[src/rtl/activation_writeback.sv]
`timescale 1ns/1ps
// -----------------------------------------------------------------------------
// activation_writeback
//
// Consumer end of the activation output interface. The activation stage emits
// one row as eight skewed lanes: lane 0 is qualified by in_data_available and
// lane k of the same row follows k cycles later. This block deskews the lanes
// into full rows and writes each accepted row to the output BRAM at
// consecutive addresses. It runs a start/busy/done handshake with the
// top-level controller.
//
// Timing reference: a row whose lane-0 strobe is sampled at edge T has its
// write registered at edge T+7, so the write is presented for exactly one
// cycle after that edge. done follows one cycle after the final write.
//
// Ports
//   clk               single clock, all logic on posedge
//   reset             synchronous, active-high
//   start             one-cycle pulse, honoured in IDLE or DONE only
//   base_addr         first write address, latched on an honoured start
//   num_rows          number of rows to collect, latched on an honoured start
//   in_data_available lane-0 valid strobe, one row per high cycle
//   inp_data0..7      lane data, lane k valid k cycles after its strobe
//   validity_mask     bit k = 0 disables lane k, latched on an honoured start
//   bram_addr         write address, holds its last value between writes
//   bram_wdata        row data, lane k in bits [(k+1)*DWIDTH-1 : k*DWIDTH]
//   bram_we           per-lane byte enables, zero in cycles without a write
//   busy              high while collecting
//   done              high in DONE, sticky until the next honoured start/reset
// -----------------------------------------------------------------------------
module activation_writeback #(
    parameter int DWIDTH     = 8,
    parameter int MASK_WIDTH = 8,
    parameter int AWIDTH     = 10
) (
    input  logic                    clk,
    input  logic                    reset,
    input  logic                    start,
    input  logic [AWIDTH-1:0]       base_addr,
    input  logic [7:0]              num_rows,
    input  logic                    in_data_available,
    input  logic [DWIDTH-1:0]       inp_data0,
    input  logic [DWIDTH-1:0]       inp_data1,
    input  logic [DWIDTH-1:0]       inp_data2,
    input  logic [DWIDTH-1:0]       inp_data3,
    input  logic [DWIDTH-1:0]       inp_data4,
    input  logic [DWIDTH-1:0]       inp_data5,
    input  logic [DWIDTH-1:0]       inp_data6,
    input  logic [DWIDTH-1:0]       inp_data7,
    input  logic [MASK_WIDTH-1:0]   validity_mask,
    output logic [AWIDTH-1:0]       bram_addr,
    output logic [8*DWIDTH-1:0]     bram_wdata,
    output logic [MASK_WIDTH-1:0]   bram_we,
    output logic                    busy,
    output logic                    done
);

    // The lane count is fixed by the activation interface.
    localparam int LANES = 8;
    // Lane 0 needs the most delay: it waits for lane 7, which arrives 7 cycles
    // later and is used straight from the port.
    localparam int DEPTH = LANES - 1;

    typedef enum logic [1:0] {
        ST_IDLE,
        ST_COLLECT,
        ST_DONE
    } state_t;

    state_t state_q;
    state_t state_d;

    // Run parameters captured on an honoured start.
    logic [7:0]            rows_q;
    logic [MASK_WIDTH-1:0] mask_q;

    // Progress counters. accepted counts strobes taken into the pipeline,
    // written counts write cycles issued (including all-masked writes).
    logic [7:0]            accepted_q;
    logic [7:0]            written_q;
    logic [AWIDTH-1:0]     ptr_q;

    // Per-row accept flag travelling alongside the lane data.
    logic [DEPTH-1:0]      flag_sr;
    logic                  row_aligned;

    logic                  start_take;
    logic                  accept;

    logic [DWIDTH-1:0]     lane_in [LANES];
    logic [LANES-1:0][DWIDTH-1:0] lane_aligned;
    logic [8*DWIDTH-1:0]   wdata_masked;

    // -------------------------------------------------------------------------
    // Handshake and acceptance
    // -------------------------------------------------------------------------

    // A start pulse during collection is ignored; in IDLE and DONE it begins a
    // new run (possibly an empty one).
    assign start_take = start && (state_q != ST_COLLECT);

    // Strobes beyond the requested row count are dropped so they never reach
    // the BRAM.
    assign accept = in_data_available && (state_q == ST_COLLECT) &&
                    (accepted_q < rows_q);

    // -------------------------------------------------------------------------
    // FSM: state register
    // -------------------------------------------------------------------------
    always_ff @(posedge clk) begin
        if (reset) begin
            state_q <= ST_IDLE;
        end else begin
            // NOTE: sequential state uses non-blocking assignments so every
            // register in this block samples the values from before the edge.
            state_q <= state_d;
        end
    end

    // -------------------------------------------------------------------------
    // FSM: next state and status outputs
    // -------------------------------------------------------------------------
    always_comb begin
        // NOTE: every output of this block gets a default first, so no path
        // leaves a signal unassigned and no latch is inferred.
        state_d = state_q;
        busy    = 1'b0;
        done    = 1'b0;

        unique case (state_q)
            ST_IDLE: begin
                if (start) begin
                    state_d = (num_rows != 8'd0) ? ST_COLLECT : ST_DONE;
                end
            end

            ST_COLLECT: begin
                busy = 1'b1;
                // written_q already includes the final write here, so DONE is
                // entered on the edge after that write was registered.
                if (written_q == rows_q) begin
                    state_d = ST_DONE;
                end
            end

            ST_DONE: begin
                done = 1'b1;
                if (start) begin
                    state_d = (num_rows != 8'd0) ? ST_COLLECT : ST_DONE;
                end
            end

            default: begin
                state_d = ST_IDLE;
            end
        endcase
    end

    // -------------------------------------------------------------------------
    // Run parameters and acceptance counter
    // -------------------------------------------------------------------------
    always_ff @(posedge clk) begin
        if (reset) begin
            rows_q     <= 8'd0;
            mask_q     <= '0;
            accepted_q <= 8'd0;
        end else if (start_take) begin
            rows_q     <= num_rows;
            mask_q     <= validity_mask;
            accepted_q <= 8'd0;
        end else if (accept) begin
            accepted_q <= accepted_q + 8'd1;
        end
    end

    // -------------------------------------------------------------------------
    // Deskew datapath
    // -------------------------------------------------------------------------
    assign lane_in[0] = inp_data0;
    assign lane_in[1] = inp_data1;
    assign lane_in[2] = inp_data2;
    assign lane_in[3] = inp_data3;
    assign lane_in[4] = inp_data4;
    assign lane_in[5] = inp_data5;
    assign lane_in[6] = inp_data6;
    assign lane_in[7] = inp_data7;

    // The flag enters stage 1 on the strobe edge and sits in stage 7 exactly
    // when lane 7 of the same row is on the port, so all lanes line up then.
    always_ff @(posedge clk) begin
        if (reset) begin
            flag_sr <= '0;
        end else begin
            flag_sr <= {flag_sr[DEPTH-2:0], accept};
        end
    end

    assign row_aligned = flag_sr[DEPTH-1];

    // Lane k gets 7-k stages: sampled k edges after the strobe, it reaches its
    // last stage on the same edge as lane 0 reaches stage 7.
    for (genvar k = 0; k < LANES - 1; k++) begin : g_lane_dly
        localparam int STAGES = DEPTH - k;

        logic [DWIDTH-1:0] pipe [STAGES];

        always_ff @(posedge clk) begin
            if (reset) begin
                // NOTE: the delay-line data is cleared as well, so every
                // register starts from a known value; whether a write happens
                // is decided by the flag pipeline alone.
                for (int i = 0; i < STAGES; i++) begin
                    pipe[i] <= '0;
                end
            end else begin
                pipe[0] <= lane_in[k];
                for (int i = 1; i < STAGES; i++) begin
                    pipe[i] <= pipe[i-1];
                end
            end
        end

        assign lane_aligned[k] = pipe[STAGES-1];
    end

    assign lane_aligned[LANES-1] = lane_in[LANES-1];

    // Disabled lanes are written as zero so the BRAM never sees stale data on
    // a lane whose enable is low.
    always_comb begin
        wdata_masked = '0;
        for (int k = 0; k < LANES; k++) begin
            if (mask_q[k]) begin
                wdata_masked[k*DWIDTH +: DWIDTH] = lane_aligned[k];
            end
        end
    end

    // -------------------------------------------------------------------------
    // Registered BRAM write port and write-side counters
    // -------------------------------------------------------------------------
    always_ff @(posedge clk) begin
        if (reset) begin
            bram_addr  <= '0;
            bram_wdata <= '0;
            bram_we    <= '0;
            ptr_q      <= '0;
            written_q  <= 8'd0;
        end else begin
            // Enables are a single-cycle pulse; address and data hold.
            bram_we <= '0;

            // An honoured start only happens outside COLLECT, when no row is
            // in flight, so it never coincides with an aligned row.
            if (start_take) begin
                ptr_q     <= base_addr;
                written_q <= 8'd0;
            end

            if (row_aligned) begin
                // An all-zero mask still consumes a write slot and an address.
                bram_we    <= mask_q;
                bram_addr  <= ptr_q;
                bram_wdata <= wdata_masked;
                ptr_q      <= ptr_q + AWIDTH'(1);  // wraps modulo 2^AWIDTH
                written_q  <= written_q + 8'd1;
            end
        end
    end

endmodule

[config.mk]
export PLATFORM = sky130hd
export DESIGN_NAME = activation_writeback
export DESIGN_NICKNAME = d
export VERILOG_FILES = /design/src/rtl/activation_writeback.sv
export SDC_FILE = /design/constraint.sdc
export NUM_CORES = 1
export LEC_CHECK = 0
export BUFFER_PORTS_ARGS = -buffer_cell sky130_fd_sc_hd__buf_2
export CORE_MARGIN = 1
export CORE_UTILIZATION = 59
export DETAILED_ROUTE_END_ITERATION = 7
export HOLD_SLACK_MARGIN = 0.08
export MAX_ROUTING_LAYER = met4
export PLACE_DENSITY = 0.85
export SLEW_MARGIN = 20
export SYNTH_ARGS = -nofsm -noshare
export SYNTH_HDL_FRONTEND = slang
export SYNTH_SLANG_ARGS = --single-unit
[constraint.sdc]
create_clock -name clk -period 2.9 [get_ports clk]
set_input_delay 0.145 -clock clk [delete_from_list [all_inputs] [get_ports clk]]
set_output_delay 0.145 -clock clk [all_outputs]
set_load 0.02 [all_outputs]
# --- Yosys cells after proc, flatten, opt, wreduce, memory -nomap -nowiden ---
# Memory sizes are Yosys's and may differ from the RTL's.
# Cells that the tools add are included.
word_totals:
  n_memories: 7
  out_inout_bits: 84
  latch_bits: 0
  input_bits: 94
  ram_bits: 224
  elab_cells: 116
  register_bits: 133
  romBits: 0
classes:
  order_cmp: 1
  bitwise_logic: 28
  n_reduce_logical: 11
  div: 0
  shifts: 0
  muxes: 50
  eq_ne: 6
  n_mul: 0
  addsub: 3
mem_list:
  columns: ["name", "words", "word_bits", "rd", "rd_ports_with_merged_regs", "wr", "line_no", "text"]
  rows:
  - ["g_lane_dly[0].pipe", 7, 8, 7, 0, 7, "205", "logic [DWIDTH-1:0] pipe [STAGES];"]
  - ["g_lane_dly[1].pipe", 6, 8, 6, 0, 6, "205", null]
  - ["g_lane_dly[2].pipe", 5, 8, 5, 0, 5, "205", null]
  - ["g_lane_dly[3].pipe", 4, 8, 4, 0, 4, "205", null]
  - ["g_lane_dly[4].pipe", 3, 8, 3, 0, 3, "205", null]
  - ["g_lane_dly[5].pipe", 2, 8, 2, 0, 2, "205", null]
  - ["+1 memories", null, null, null, null, null, null, null]
ops:
  columns: ["operator", "count"]
  rows:
  - ["$mux W8", 38]
  - ["$or A1 B1 Y1", 27]
  - ["$mux W10", 2]
  - ["$add A8 B1 Y8 const B", 2]
  - ["$add A10 B1 Y10 const B", 1]
  - ["$eq A8 B8 Y1", 1]
  - ["$lt A8 B8 Y1", 1]
  - ["$reduce_bool A8 Y1", 1]
  - ["$reduce_or A8 Y1", 1]
  - ["$mux W1", 6]
  - ["$mux W2", 3]
  - ["$ne A2 B1 Y1 const B", 3]
  - ["$reduce_or A2 Y1", 3]
  - ["$pmux W2 S2", 1]
  - ["$logic_and A1 B1 Y1", 3]
  - ["$eq A2 B1 Y1 const B", 1]
  - ["$eq A2 B2 Y1 const B", 1]
  - ["$logic_not A2 Y1", 1]
  - ["$reduce_and A2 Y1", 1]
  - ["$reduce_bool A2 Y1", 1]
  - ["$not A1 Y1", 1]

# --- Longest topological paths before layout ---
depth:
  depth_word: 4
  mapped_depth: 7
  depth_no_buf: 7

# --- Least setup slack after synthesis ---
# Ideal clock, no wire load.
synth_path:
  path_type: "reg2reg"
  from: "register rows_q[2]"
  to: "register accepted_q[4]"
  setup_time_ps: 121
  slack_ps: 1168
  synth_period_minus_slack_ps: 1732
  arrival_ps: 1611
  path_stages_with_launch: 8
  n_path_buf: 0
  required_ps: 2779
  path_cell_list: "dfxtp_1 -> inv_1 -> ha_1 -> a211oi_1 -> o21ai_1 -> a2111oi_2 -> xnor2_1 -> nor2_1"
synth_between:
  elab_chain_len: 2
synth_rtl:
  columns: ["item", "line_no", "text"]
  rows:
  - ["start: declaration", "74", "logic [7:0] rows_q;"]
  - ["start signal: assignment", "168", "rows_q <= num_rows;"]
  - ["$lt A8 B8 Y1", "105", "(accepted_q < rows_q);"]
  - ["$logic_and A1 B1 Y1", "104", "assign accept = in_data_available && (state_q == ST_COLLECT) &&"]
  - ["end signal: assignment", "172", "accepted_q <= accepted_q + 8'd1;"]
  - ["end: declaration", "79", "logic [7:0] accepted_q;"]
# No other way between the ends.
# A chain may end at the register's enable or synchronous reset.

# --- Worst setup path in the final report ---
layout_path:
  from: "register rows_q[2]"
  to: "register accepted_q[1]"
# Same word-level chain as after synthesis.

==> results.toml <==
[critical_path]
crit_path_start_kind = "flop"
r2r_end = "accepted_q[1]"
max_stage_delay_ns = 0.38
rrSetupSlack_ns = 0.89
crit_required_ns = 3.28
critPathKind = "flop to flop"
r2r-start = "rows_q[2]"
crit_arrival_ns = 2.40
slowest_stage = "a21oi_1"
cp-end-kind = "flop"
worst-path-max-fanout = 5
crit_chain = "inv_1 > ha_1 > a211oi_1 > o21ai_1 > a21oi_1 > mux2i_1 > nor2_1"
setup.worst_path.start = "rows_q[2]"
endpoint = "accepted_q[1]"
r2r_cells = 7

[cells_and_area]
layout.area.seq_um2 = 7150
areaGrowthSynthToFinish_pct = 28.6
antenna_cells = 0
drive_above_1_share_pct = 19.7
nFillCells = 1139
multi_input_area_um2 = 3570
layout.nets = 1343

[synth]
netlist_area_um2 = 11000
synth.area.mux_share_pct = 1.19
yosys_warnings = 0
syn_nets = 1091
yosysUniqueCellTypes = 44
syn_area_per_cell_um2 = 11.1
synth-compound-area-share_pct = 8.93
synth_area_leaders = "dfxtp_1, nor2b_1, a22o_1, nand2_1, clkbuf_1"
synth_edf_count = 0
synthXorXnorAreaFrac_pct = 1.67
synth-simple-area-share_pct = 19.4
synth_seq_area_share_pct = 65.0
synth.largest_area_cell = "dfxtp_1"
ys_ff_latch = 357
synthArstFlopShare_pct = 0
ys.flop_type = "dfxtp_1"
synth_fa_ha_area_share_pct = 1.14
syn_inst = 987
synth_top_area_share_pct = 65.0
synth_top_family_by_area = "simple AND/OR/NAND/NOR gates"

[route]
routedWlPerCell_um = 15.0
dr.pass1.iters = 6
drtIter0Drc = 382
ant_nets = 0
drc = 22
vias = 7332
wirelength_um = 22400
via_per_inst = 4.92

[placement]
gp_congestion = 0.889
port_buffers = 177
dp_hpwl_um = 12500

[clocking]
clkSlewWorstSetupHoldPaths_ns = 0.06
cts.sinks = 357
worstSkewPairLatency_ns = 0.50
cts_tree = "built"
numCtsBuffers = 35
htreeDepth = 2
cts_resized = 0
post_cts_buffers = 0
cts_root_buffer = "clkbuf_16"
cts.path.max_buffers = 3
hold_buffers = 91

[global_routing]
grt_pass1_wl_um = 35900
grt_pass1_vias = 7324
grt_max_degree = 189
grt.total_usage_pct = 24.1
antenna_found_initial = 0
overflow = 0

[timing]
hold_violations = 0
setup_tns_ns = 0
worst_hold_slack_ns = 0.182
period_share_pct = 69.5
setup_violations = 0
clock_skew_ns = 0.00868
rsz0062_at_grt = "false"
maxSlewViolCount = 0
post-route-min-period_ns = 2.01
slew-limit-headroom_pct = 44.3
tightest_slew_ns = 0.834
clock.fmax_ghz = 0.497

[floorplanning]
rows = 49
dieArea_um2 = 19200
initial_core_util_pct = 60.6
core_area_um2 = 18100
chipWidth_um = 139
die_h_um = 139
ios = 178

[power_and_ir_drop]
peakVddDrop_mv = 0.595
p_leak_nw = 6.07
combinationalPowerShare_pct = 4.5
intPower_mw = 8.15
p_per_area_nw_per_um2 = 723
clkPwrFrac_pct = 45.8
switchingPower_mw = 2.08
p_seq_share_pct = 49.7
p_sw_share_pct = 20.3

[status]
outcome = "complete, but fails checks"
violations = "design-rule violations"

[hold_path]
hold_path.class = "input port to flop"

[job]
drv_cap = 0
==> per-stage QoR <==
step	setup WS, ns	std cells	utilization, %	area, um2	total power [mW]
6_report	0.886	1491	77.9	14100	10.2
3_3_place_gp	1.01	1340	66.3	12000	5.53
5_1_grt	0.772	1491	77.9	14100	10.6
4_1_cts	0.912	1491	77.9	14100	10.3
2_1_floorplan	1.17	987	-	11000	5.41
3_5_place_dp	0.918	1340	66.3	12000	5.55
==> cell families (layout without fill, tap and decap cells) <==
logic type / after synthesis / in the layout
adder cells (fa/ha/maj): 10 / 10
buffers and inverters: 77 / 352
flip-flops: 357 / 357
AND/OR/NAND/NOR: 379 / 379
AO/OA/AOI/OAI: 130 / 130
XOR/XNOR: 21 / 21
multiplexers: 13 / 13
==> final cells by class <==
class	instances	area share [%]
inverter	18	0.478
clock inverter	15	1.65
sequential	357	50.5
timing repair buffer	274	13.3
tap	229	2.03
clock buffer	45	6.81
multi-input combinational	553	25.2
==> cell usage after synthesis (2+ instances only) <==
library cell	number
nor2b_1	233
a311oi_1	3
nand2_1	64
a21o_1	3
and2_1	2
a21oi_1	34
a211oi_1	5
mux2i_1	12
clkbuf_1	49
buf_1	5
xor2_1	13
nor2_1	29
o21ai_0	7
buf_2	5
nand3b_1	2
xnor2_1	8
a211oi_2	2
and3_1	13
nand3_1	16
nand4_1	3
a31oi_1	4
nor3_1	6
a22o_1	64
ha_1	10
dfxtp_1	357
inv_1	16
nor4_1	5
==> cells in the final DEF (no fill, tap or decap), drive strengths merged, types with 7 or more instances in the layout <==
| cell | n |
|---|---|
| buf | 182 |
| nor2 | 29 |
| dfxtp | 357 |
| clkbuf | 46 |
| a211oi | 7 |
| o21ai | 8 |
| ha | 10 |
| a21oi | 34 |
| inv | 19 |
| nor2b | 233 |
| xor2 | 13 |
| clkinv | 8 |
| nand2 | 64 |
| mux2i | 12 |
| xnor2 | 8 |
| a22o | 64 |
| nand3 | 17 |
| dlygate4sd3 | 91 |
| and3 | 13 |
==> worst min path at each step <==
stage               cells past startpoint                        to    startpoint
floorplan                               1            bram_wdata[56]  inp_data7[0]
global placement                        2  g_lane_dly[2].pipe[0][6]  inp_data2[6]
detailed placement                      2  g_lane_dly[0].pipe[0][5]  inp_data0[5]
CTS                                     5                  ptr_q[6]         start
global route                            5                  ptr_q[6]         start
finish                                  5                  ptr_q[6]         start
==> power groups by stage <==
stage	clock network (mW)	registers, mW	logic, mW
2_1_floorplan	0	5.17	0.245
3_3_place_gp	0	5.18	0.351
3_5_place_dp	0	5.19	0.359
4_1_cts	4.75	5.08	0.457
5_1_grt	4.96	5.09	0.511
6_report	4.68	5.08	0.465
==> critical path, delay by kind of cell, from the launching register on <==
family                     cells  cell delay, ns
AOI/OAI and AO/OA              3            0.84
DFF                            1            0.37
adders and majority gates      1            0.31
muxes                          1            0.27
buffers and inverters          1            0.07
and+or+nand+nor                1            0.05
==> flip-flops by register name, summed over array words and instances, names as in the netlist <==
signal,count
written_q,8
g_lane_dly.pipe,224
accepted_q,8
bram_wdata,64
bram_addr,10
ptr_q,10
mask_q,8
flag_sr,7
state_q,2
rows_q,8
bram_we,8
==> layer usage <==
metal  up-vias  global-route usage, %  part of all wire [%]
met5         -                      -                     0
met4         0                   10.1                   3.2
met3        54                   5.32                   5.2
met2       179                   41.4                    50
met1      3361                   27.2                    42
li1       3738                      -                     -
(Power assumes the default switching activity.)
